<file path="src/rtl/ps2_pkg.sv">
// Shared constants and FSM encoding for the PS/2 set-2 key decoder.
package ps2_pkg;

  // Prefix bytes of scan-code set 2
  localparam logic [7:0] SC_EXT   = 8'hE0;
  localparam logic [7:0] SC_BRK   = 8'hF0;
  localparam logic [7:0] SC_PAUSE = 8'hE1;

  // Parser state, one transition per parsed byte
  typedef enum logic [2:0] {
    S_IDLE   = 3'd0,
    S_EXT    = 3'd1,
    S_BRK    = 3'd2,
    S_EXTBRK = 3'd3,
    S_SKIP   = 3'd4
  } state_t;

endpackage

</file>
<file path="src/rtl/ps2_scan2ascii.sv">
// Combinational ROM: set-2 scan code to lower-case ASCII, 8'h00 when unmapped.
module ps2_scan2ascii (
  input  logic [7:0] i_code,
  output logic [7:0] o_ascii
);

  // Case ROM covering letters, digits, space, enter, tab and basic punctuation
  always_comb begin
    o_ascii = 8'h00;
    case (i_code)
      8'h1C: o_ascii = 8'h61; // a
      8'h32: o_ascii = 8'h62; // b
      8'h21: o_ascii = 8'h63; // c
      8'h23: o_ascii = 8'h64; // d
      8'h24: o_ascii = 8'h65; // e
      8'h2B: o_ascii = 8'h66; // f
      8'h34: o_ascii = 8'h67; // g
      8'h33: o_ascii = 8'h68; // h
      8'h43: o_ascii = 8'h69; // i
      8'h3B: o_ascii = 8'h6A; // j
      8'h42: o_ascii = 8'h6B; // k
      8'h4B: o_ascii = 8'h6C; // l
      8'h3A: o_ascii = 8'h6D; // m
      8'h31: o_ascii = 8'h6E; // n
      8'h44: o_ascii = 8'h6F; // o
      8'h4D: o_ascii = 8'h70; // p
      8'h15: o_ascii = 8'h71; // q
      8'h2D: o_ascii = 8'h72; // r
      8'h1B: o_ascii = 8'h73; // s
      8'h2C: o_ascii = 8'h74; // t
      8'h3C: o_ascii = 8'h75; // u
      8'h2A: o_ascii = 8'h76; // v
      8'h1D: o_ascii = 8'h77; // w
      8'h22: o_ascii = 8'h78; // x
      8'h35: o_ascii = 8'h79; // y
      8'h1A: o_ascii = 8'h7A; // z
      8'h45: o_ascii = 8'h30; // 0
      8'h16: o_ascii = 8'h31; // 1
      8'h1E: o_ascii = 8'h32; // 2
      8'h26: o_ascii = 8'h33; // 3
      8'h25: o_ascii = 8'h34; // 4
      8'h2E: o_ascii = 8'h35; // 5
      8'h36: o_ascii = 8'h36; // 6
      8'h3D: o_ascii = 8'h37; // 7
      8'h3E: o_ascii = 8'h38; // 8
      8'h46: o_ascii = 8'h39; // 9
      8'h29: o_ascii = 8'h20; // space
      8'h5A: o_ascii = 8'h0D; // enter
      8'h0D: o_ascii = 8'h09; // tab
      8'h4E: o_ascii = 8'h2D; // -
      8'h55: o_ascii = 8'h3D; // =
      8'h54: o_ascii = 8'h5B; // [
      8'h5B: o_ascii = 8'h5D; // ]
      8'h5D: o_ascii = 8'h5C; // backslash
      8'h4C: o_ascii = 8'h3B; // ;
      8'h52: o_ascii = 8'h27; // '
      8'h41: o_ascii = 8'h2C; // ,
      8'h49: o_ascii = 8'h2E; // .
      8'h4A: o_ascii = 8'h2F; // /
      8'h0E: o_ascii = 8'h60; // `
      default: o_ascii = 8'h00;
    endcase
  end

endmodule

</file>
<file path="src/rtl/ps2_key_decoder.sv">
// PS/2 set-2 key decoder: pops bytes from the keyboard FIFO, strips E0/F0/E1
// prefixes and emits one key event per completed sequence.
//
// Pop handshake: a byte is taken when ps2_ready=1 while nextdata_n=1; that
// edge latches ps2_data and drives nextdata_n low for exactly one cycle, so
// the FIFO advances on the following edge. nextdata_n then stays high for at
// least one cycle, giving at most one byte every two clocks. The latched byte
// is parsed the cycle after the pop; key_valid is a one-cycle pulse.
module ps2_key_decoder
  import ps2_pkg::*;
#(
  parameter int COUNT_W = 8,
  parameter int E1_SKIP = 7
) (
  input  logic               clk,
  input  logic               rst,
  input  logic [7:0]         ps2_data,
  input  logic               ps2_ready,
  input  logic               ps2_overflow,
  output logic               nextdata_n,
  output logic               key_valid,
  output logic [7:0]         key_code,
  output logic               key_ext,
  output logic               key_make,
  output logic               key_repeat,
  output logic [7:0]         key_ascii,
  output logic               key_held,
  output logic [COUNT_W-1:0] press_count,
  output logic               err_sticky,
  output logic [2:0]         dbg_state
);

  state_t             r_state;
  logic [7:0]         r_skip_cnt;
  logic               r_nextdata_n;
  logic [7:0]         r_byte_q;
  logic               r_byte_v;
  logic               r_key_valid;
  logic [7:0]         r_key_code;
  logic               r_key_ext;
  logic               r_key_make;
  logic               r_key_repeat;
  logic [7:0]         r_key_ascii;
  logic               r_key_held;
  logic [8:0]         r_held;
  logic [COUNT_W-1:0] r_press_count;
  logic               r_err;

  state_t             w_state_nxt;
  logic [7:0]         w_skip_nxt;
  logic               w_pop;
  logic               w_ev;
  logic               w_ev_make;
  logic               w_ev_ext;
  logic               w_match;
  logic [7:0]         w_ascii;

  ps2_scan2ascii u_scan2ascii (
    .i_code  (r_byte_q),
    .o_ascii (w_ascii)
  );

  // Next-state decode: pop request, prefix FSM and event generation
  always_comb begin
    w_pop       = ps2_ready && r_nextdata_n;
    w_state_nxt = r_state;
    w_skip_nxt  = r_skip_cnt;
    w_ev        = 1'b0;
    w_ev_make   = 1'b0;
    w_ev_ext    = 1'b0;
    if (r_byte_v) begin
      case (r_state)
        S_IDLE: begin
          if (r_byte_q == SC_EXT) begin
            w_state_nxt = S_EXT;
          end else if (r_byte_q == SC_BRK) begin
            w_state_nxt = S_BRK;
          end else if (r_byte_q == SC_PAUSE) begin
            w_state_nxt = S_SKIP;
            w_skip_nxt  = 8'(E1_SKIP);
          end else begin
            w_ev      = 1'b1;
            w_ev_make = 1'b1;
          end
        end
        S_EXT: begin
          if (r_byte_q == SC_BRK) begin
            w_state_nxt = S_EXTBRK;
          end else if ((r_byte_q != SC_EXT) && (r_byte_q != SC_PAUSE)) begin
            w_ev        = 1'b1;
            w_ev_make   = 1'b1;
            w_ev_ext    = 1'b1;
            w_state_nxt = S_IDLE;
          end
        end
        S_BRK: begin
          w_ev        = 1'b1;
          w_state_nxt = S_IDLE;
        end
        S_EXTBRK: begin
          w_ev        = 1'b1;
          w_ev_ext    = 1'b1;
          w_state_nxt = S_IDLE;
        end
        S_SKIP: begin
          w_skip_nxt = r_skip_cnt - 8'd1;
          if (r_skip_cnt <= 8'd1) begin
            w_state_nxt = S_IDLE;
          end
        end
        default: w_state_nxt = S_IDLE;
      endcase
    end
    // Overflow drops any partial sequence and suppresses a completing event
    if (ps2_overflow) begin
      w_state_nxt = S_IDLE;
      w_ev        = 1'b0;
    end
    w_match = r_key_held && (r_held == {w_ev_ext, r_byte_q});
  end

  // State, handshake, event fields, held-key register and press counter
  always_ff @(posedge clk) begin
    if (rst) begin
      r_state       <= S_IDLE;
      r_skip_cnt    <= 8'd0;
      r_nextdata_n  <= 1'b1;
      r_byte_q      <= 8'd0;
      r_byte_v      <= 1'b0;
      r_key_valid   <= 1'b0;
      r_key_code    <= 8'd0;
      r_key_ext     <= 1'b0;
      r_key_make    <= 1'b0;
      r_key_repeat  <= 1'b0;
      r_key_ascii   <= 8'd0;
      r_key_held    <= 1'b0;
      r_held        <= 9'd0;
      r_press_count <= '0;
      r_err         <= 1'b0;
    end else begin
      r_state      <= w_state_nxt;
      r_skip_cnt   <= w_skip_nxt;
      r_nextdata_n <= !w_pop;
      r_byte_v     <= w_pop;
      if (w_pop) begin
        r_byte_q <= ps2_data;
      end
      r_err       <= r_err | ps2_overflow;
      r_key_valid <= w_ev;
      if (w_ev) begin
        r_key_code   <= r_byte_q;
        r_key_ext    <= w_ev_ext;
        r_key_make   <= w_ev_make;
        r_key_repeat <= w_ev_make && w_match;
        r_key_ascii  <= w_ev_ext ? 8'h00 : w_ascii;
        if (w_ev_make && !w_match) begin
          r_held        <= {w_ev_ext, r_byte_q};
          r_key_held    <= 1'b1;
          r_press_count <= r_press_count + COUNT_W'(1);
        end else if (!w_ev_make && w_match) begin
          r_key_held <= 1'b0;
        end
      end
    end
  end

  assign nextdata_n  = r_nextdata_n;
  assign key_valid   = r_key_valid;
  assign key_code    = r_key_code;
  assign key_ext     = r_key_ext;
  assign key_make    = r_key_make;
  assign key_repeat  = r_key_repeat;
  assign key_ascii   = r_key_ascii;
  assign key_held    = r_key_held;
  assign press_count = r_press_count;
  assign err_sticky  = r_err;
  assign dbg_state   = r_state;

endmodule
</file>
<file path="config.mk">
export PLATFORM = sky130hd
export DESIGN_NAME = ps2_key_decoder
export DESIGN_NICKNAME = d
export VERILOG_FILES = /design/src/rtl/ps2_pkg.sv /design/src/rtl/ps2_scan2ascii.sv /design/src/rtl/ps2_key_decoder.sv
export SDC_FILE = /design/constraint.sdc
export NUM_CORES = 1
export LEC_CHECK = 0
export ABC_AREA = 1
export CAP_MARGIN = 15
export CELL_PAD_IN_SITES_DETAIL_PLACEMENT = 0
export CELL_PAD_IN_SITES_GLOBAL_PLACEMENT = 2
export CORE_MARGIN = 10
export CORE_UTILIZATION = 33
export CTS_CLUSTER_DIAMETER = 200
export DETAILED_ROUTE_END_ITERATION = 10
export GPL_TIMING_DRIVEN = 1
export PLACE_DENSITY_LB_ADDON = 0.05
export SYNTH_ARGS = -nofsm -noshare
export SYNTH_HDL_FRONTEND = slang
export SYNTH_SLANG_ARGS = --single-unit
</file>
<file path="constraint.sdc">
create_clock -name clk -period 5.4 [get_ports clk]
set_input_delay 1.08 -clock clk [delete_from_list [all_inputs] [get_ports clk]]
set_output_delay 1.08 -clock clk [all_outputs]
set_load 0.01 [all_outputs]
</file>
After elaboration in Yosys (flattened, before gate mapping)
Memories as Yosys holds them, arrays and structs flattened. A register that Yosys moved wholly into a read port is not among the register bits. Index checks and enable logic that the tools add are counted.

Register bits after elaboration: 60. ROM bits: 896. Bits of input ports: 12. Output and inout bits: 34. Logic and storage cells: 83. Memories kept: 1.

Memory list: (name not given) (words 128, width 7, rd ports 1, clocked after Yosys merged registers in 1, wr ports 0, line ps2_scan2ascii.sv:10) `case (i_code)`.

Add/subtract/negate cells: 2. Magnitude comparators: 1. Equality and inequality tests: 16. Multiplexer cells: 29. Bitwise gates (word level): 1. Reduce and logical (&&, ||, !) cells: 18.

Operator list (number): $mux 8 (5); $eq 8x8->1 const B (3); $mux 3 (6); $ne 8x8->1 const B (2); $pmux 8 s2 (1); $mux 7 (2); $mux 1 (11); $eq 9x9->1 (1); $pmux 3 s3 (1); $add 8x1->8 const B (1); $le 8x1->1 const B (1); $ne 2x2->1 const B (4); $sub 8x1->8 const B (1); $eq 3x2->1 const B (2); $logic_and 1x1->1 (6); $reduce_and 5->1 (1); $ne 4x4->1 const B (1); $pmux 1 s2 (2); $reduce_and 2->1 (2); $reduce_and 4->1 (1); $reduce_bool 2->1 (2); $reduce_or 2->1 (2); $eq 3x1->1 const B (1); $eq 3x3->1 const B (1); 5 further kinds (7).

Longest topological paths before layout
Depth after elaboration: 12. Mapped depth: 19. Gate-level depth less buffers: 18.

Cells and area by module
From an unflattened synthesis, not the netlist that was laid out.

Cell total of the unflattened synthesis: 612. Area, all modules: 3847.4 µm².

Modules (own cells, without submodules): ps2_key_decoder (instances 1, cells each 423, area each 2941.6 µm², sequential area each 1201.2 µm²); ps2_scan2ascii (instances 1, cells each 189, area each 905.9 µm², sequential area each 0.0 µm²).

Least setup slack after synthesis
No wires, ideal clock.

Kind: input to register. Start point: input port rst. End point: register (tool-made name). Setup time: 58 ps. Arrival time: 2635 ps. Setup slack: 2707 ps. Cell stages on the path: 14. Buffers on the path: 3. Cells stage by stage: buf_6 inv_2 buf_6 buf_2 nand2_1 ha_1 ha_1 o21ai_0 nand2_1 nand3_1 nand2_1 nand2_1 nand2_1 nand2_1.

RTL lines: from (decl) (line ps2_key_decoder.sv:16) `input logic rst,`.

Worst setup path in the final report
Start point: register r_byte_q[7]. End point: register r_press_count[5], in the netlist press_count[5].

Longest elaborated chain between the ends: 11. Elaborated cells on any way between the ends: 23. Classes of those cells: 6 x eq/ne; 12 x mux; 5 x reduce/logical.

RTL lines: from (decl) (line ps2_key_decoder.sv:36) `logic [7:0] r_byte_q;`; from (signal assigned) (line ps2_key_decoder.sv:146) `r_byte_q <= ps2_data;`; $ne 8x8->1 (line ps2_key_decoder.sv:89) `end else if ((r_byte_q != SC_EXT) && (r_byte_q != SC_PAUSE)) begin`; $logic_and 1x1->1 (line ps2_key_decoder.sv:89); $mux 1 (line ps2_key_decoder.sv:89); $mux 1 (line ps2_key_decoder.sv:87) `if (r_byte_q == SC_BRK) begin`; $pmux 1 s2 (line ps2_key_decoder.sv:72) `case (r_state)`; $mux 1 (line ps2_key_decoder.sv:71) `if (r_byte_v) begin`; $eq 9x9->1 (line ps2_key_decoder.sv:119) `w_match = r_key_held && (r_held == {w_ev_ext, r_byte_q});`; $logic_and 1x1->1 (line ps2_key_decoder.sv:119); $logic_not 1->1 (line ps2_key_decoder.sv:156) `if (w_ev_make && !w_match) begin`; $logic_and 1x1->1 (line ps2_key_decoder.sv:156); $reduce_and 2->1 (no source line) (*); to (signal assigned) (line ps2_key_decoder.sv:159) `r_press_count <= r_press_count + COUNT_W'(1);`; to (decl) (line ps2_key_decoder.sv:46) `logic [COUNT_W-1:0] r_press_count;`.

Mark *: on every way between the ends. The rest lies on a longest branch, timed or not. A chain may end at the register's enable or synchronous reset.

==> results.md <==
- Leakage power: 2.10 nW
- TritonCTS clock tree: yes
- Syn. warnings: 0
- Detailed-route via count: 3761
- Nets@finish: approximately 650
- Unrepaired setup endpoints after global routing: false
- Worst-case clock skew: a little over 0.008 ns
- Clk pwr share: 0.463
- Vias/cell: 4.87
- Worst Hold Depth: 2
- Crit path DAT: around 3.7 ns
- Max-slew violation count: 0
- Root Driver: clkbuf_16
- WP buf/inv: 1
- Multi-input gate area: 2200 um2
- Slew at the pin with the worst max-slew slack: 0.868 ns
- Pin count of the biggest net entering global routing: 45
- Sum of negative setup slack: 0 ns
- Post-CTS Setup Inserts: 0
- CP Max Fanout: 22
- Critical Path Source Type: register
- Crit path max-delay family: simple AND/OR/NAND/NOR gates
- Synth Cell Area: 3950 um2
- Seq/Total Area, Yosys: 0.335
- Total CTS buffers: 9
- Minimum clock period: 3.47 ns
- Post-synth EDFFs: 0
- Sw Share: 0.265
- Clk buf depth: 2
- WHS Endpoint: key_code[7]
- Comb pwr share: 0.126
- # hold bufs at CTS: 0
- Num Clock Sinks: 66
- Die W: 129 um
- PortBufs: 44
- I/O pins: 46
- Iter 0 DRT Violations: 274
- Routed wire length: 11.4 mm
- Post-synth top area share: 0.335
- Worst Path Required: 5.61 ns
- GRT Residual Overflow: 0
- PD cells: 265 nW/um2
- Overall Power: 0.00125 W
- Worst-path clk slew: ~0.060 ns
- Worst reg-to-reg path cell count: 12
- Cells taking the most area after synthesis: dfxtp_1 (33%), nand2_1 (16%), nand3_1 (9.3%)
- Hold_ws: about 0.46 ns
- Ant. Diodes: 0
- R2R setup slack: 1.93 ns
- Syn-to-layout area delta: 19.1%
- Die Y: 129 um
- Mapped Avg Cell Area: 6.66 um2
- Die footprint: about 17000 um2
- Max_slew headroom: 0.421
- Max VDD drop: 0.136 mV
- Cell Chain, Critical Path: nand2_1, nor2_1, nand2_1, nand2_2, nand2_4, nand3_2, inv_1, o21ai_0, ha_1, nand4_2, o21ai_0, nor2_1
- Initial Utilization: 0.341
- RR Endpoint: press_count[5]
- Number of global-route vias before repair: ~3600
- Core area: ~12000 um2
- Maximum clock rate: 288 MHz
- GPL Wtd Cong: 0.827
- Rows: 39
- Synthesized flop and latch total: 66
- Biggest area consumer among synthesized cells: dfxtp_1
- CP peak stage delay: 0.61 ns
- Setup CP Type: register to register
- Post-synthesis cell type count: 41
- CTS H-tree depth: 3
- Async S/R FF share, synth: 0
- Int Pwr: between 0.0009 and 0.001 W
- Synth Net Count: 619
- Detail Route Antenna Nets: 0
- Mapped Cells: 593
- FF-to-FF Start: r_byte_q[7]
- Reg power frac: 0.412
- Type of the worst min-delay path: register to register
- Clock Latency Late Sink: 0.33 ns
- Hold Path Origin: key_code[7]
- Global-route usage over all layers: 0.134
- Ys flop type: dfxtp_1
- Pre-CTS WS: 1.82 ns
- Final setup viols: 0
- Global-route wire length before repair: 18.2 mm
- Antenna violations before repair: 0
- Layout cells sized above 1: 0.0714
- Register area: 1320 um2
- DR WL/cell: 14.7 um
- Crit end category: register
- Net Switching: roughly 0.00033 W
- # fillers: 1282
- First drt pass iteration count: 6
- Final hold viol count: 0
- Tcrit/Tclk final: 0.642
- Max Cap Viol: 0
- Detail Placement HPWL: between 8 and 9 mm
- DRC violations left: 0
- Post-route setup slack: 1.93 ns
- Status: complete, no violations
- Critical path's slowest cell: nand4_2
- Resize count post-CTS: 0
==> metal layers <==
metal,track usage,wire length (um),vias to the layer above
met2,0.208,5040,82
li1,-,-,1968
met1,0.178,5660,1696
met5,0,0,-
met4,0.0535,201,0
met3,0.0257,454,15
==> metrics by stage <==
stage           util  cells  instance area (um2)
2_1_floorplan      -    593                 3950
3_3_place_gp   0.381    758                 4410
3_5_place_dp   0.381    758                 4410
4_1_cts        0.406    773                 4700
5_1_grt        0.406    773                 4700
6_report       0.406    773                 4700
==> worst reg2reg max path: cells and delay by family, from the launching register on <==
family / cells / cell delay (ns)
simple gates: 8 / 1.57
flops: 1 / 0.58
compound gates: 2 / 0.56
fa+ha+maj: 1 / 0.55
buf+inv: 1 / 0.10
==> area by class of cell <==
| cell class | count | area share |
|---|---|---|
| clock buffer | 10 | 0.0508 |
| clock inverter | 5 | 0.0117 |
| inverter | 67 | 0.0535 |
| multi-input combinational | 436 | 0.469 |
| sequential | 66 | 0.281 |
| tap | 143 | 0.0381 |
| timing repair buffer | 46 | 0.0958 |
==> power by group through the flow <==
stage          Clock, W  Sequential [W]  Combinational (W)
2_1_floorplan         0        0.000519           0.000117
3_3_place_gp          0        0.000524           0.000159
3_5_place_dp          0        0.000524           0.000156
4_1_cts        0.000590        0.000514           0.000157
5_1_grt        0.000609        0.000515           0.000177
6_report       0.000577        0.000514           0.000157
==> Yosys cell counts (2+ instances only) <==
cell type and instances:
buf_2 7, nand3_2 4, nand2_4 2, buf_6 8, buf_4 3, nand2_2 7
nand3_1 73, o21ai_0 17, a31oi_1 2, inv_1 63, nor3_1 3, clkbuf_1 5
ha_1 14, o21ai_1 3, nand2_1 165, nor2_2 2, xor2_1 7, a21oi_1 43
nor2_1 57, nand3_4 2, xnor2_1 7, inv_2 4, nand4_1 10, o22ai_1 3
dfxtp_1 66
==> worst max-delay path by stage <==
stage	end	cells past startpoint	slack (ns)	from
final	press_count[5]	12	1.93	r_byte_q[7]
after global routing	r_held[1]	12	1.54	r_byte_q[7]
after floorplan	register	14	2.71	rst
after detailed placement	register	15	1.82	ps2_ready
after CTS	press_count[5]	12	1.87	r_byte_q[7]
after global placement	register	15	1.82	rst
==> kinds of logic after synthesis <==
logic type	after synthesis	synth area share
AOI/OAI and AO/OA	75	0.102
DFF	66	0.335
other	1	0.000950
and+or+nand+nor	332	0.380
adders and majority gates	14	0.0444
buffers and inverters	91	0.107
xor gates and xnor gates	14	0.0311
==> cells in the final DEF, fill, tap and decap left out, types with 4 or more instances in the layout <==
| master | instances |
|---|---|
| nand2_1 | 165 |
| nand3_1 | 73 |
| dfxtp_1 | 66 |
| inv_1 | 63 |
| nor2_1 | 57 |
| a21oi_1 | 43 |
| clkdlybuf4s50_1 | 43 |
| o21ai_0 | 17 |
| ha_1 | 14 |
| nand4_1 | 10 |
| clkbuf_16 | 9 |
| nand2_2 | 7 |
| xnor2_1 | 7 |
| xor2_1 | 7 |
| nand3_2 | 4 |
| inv_2 | 4 |
No activity file was read; power rests on OpenSTA's default activity.
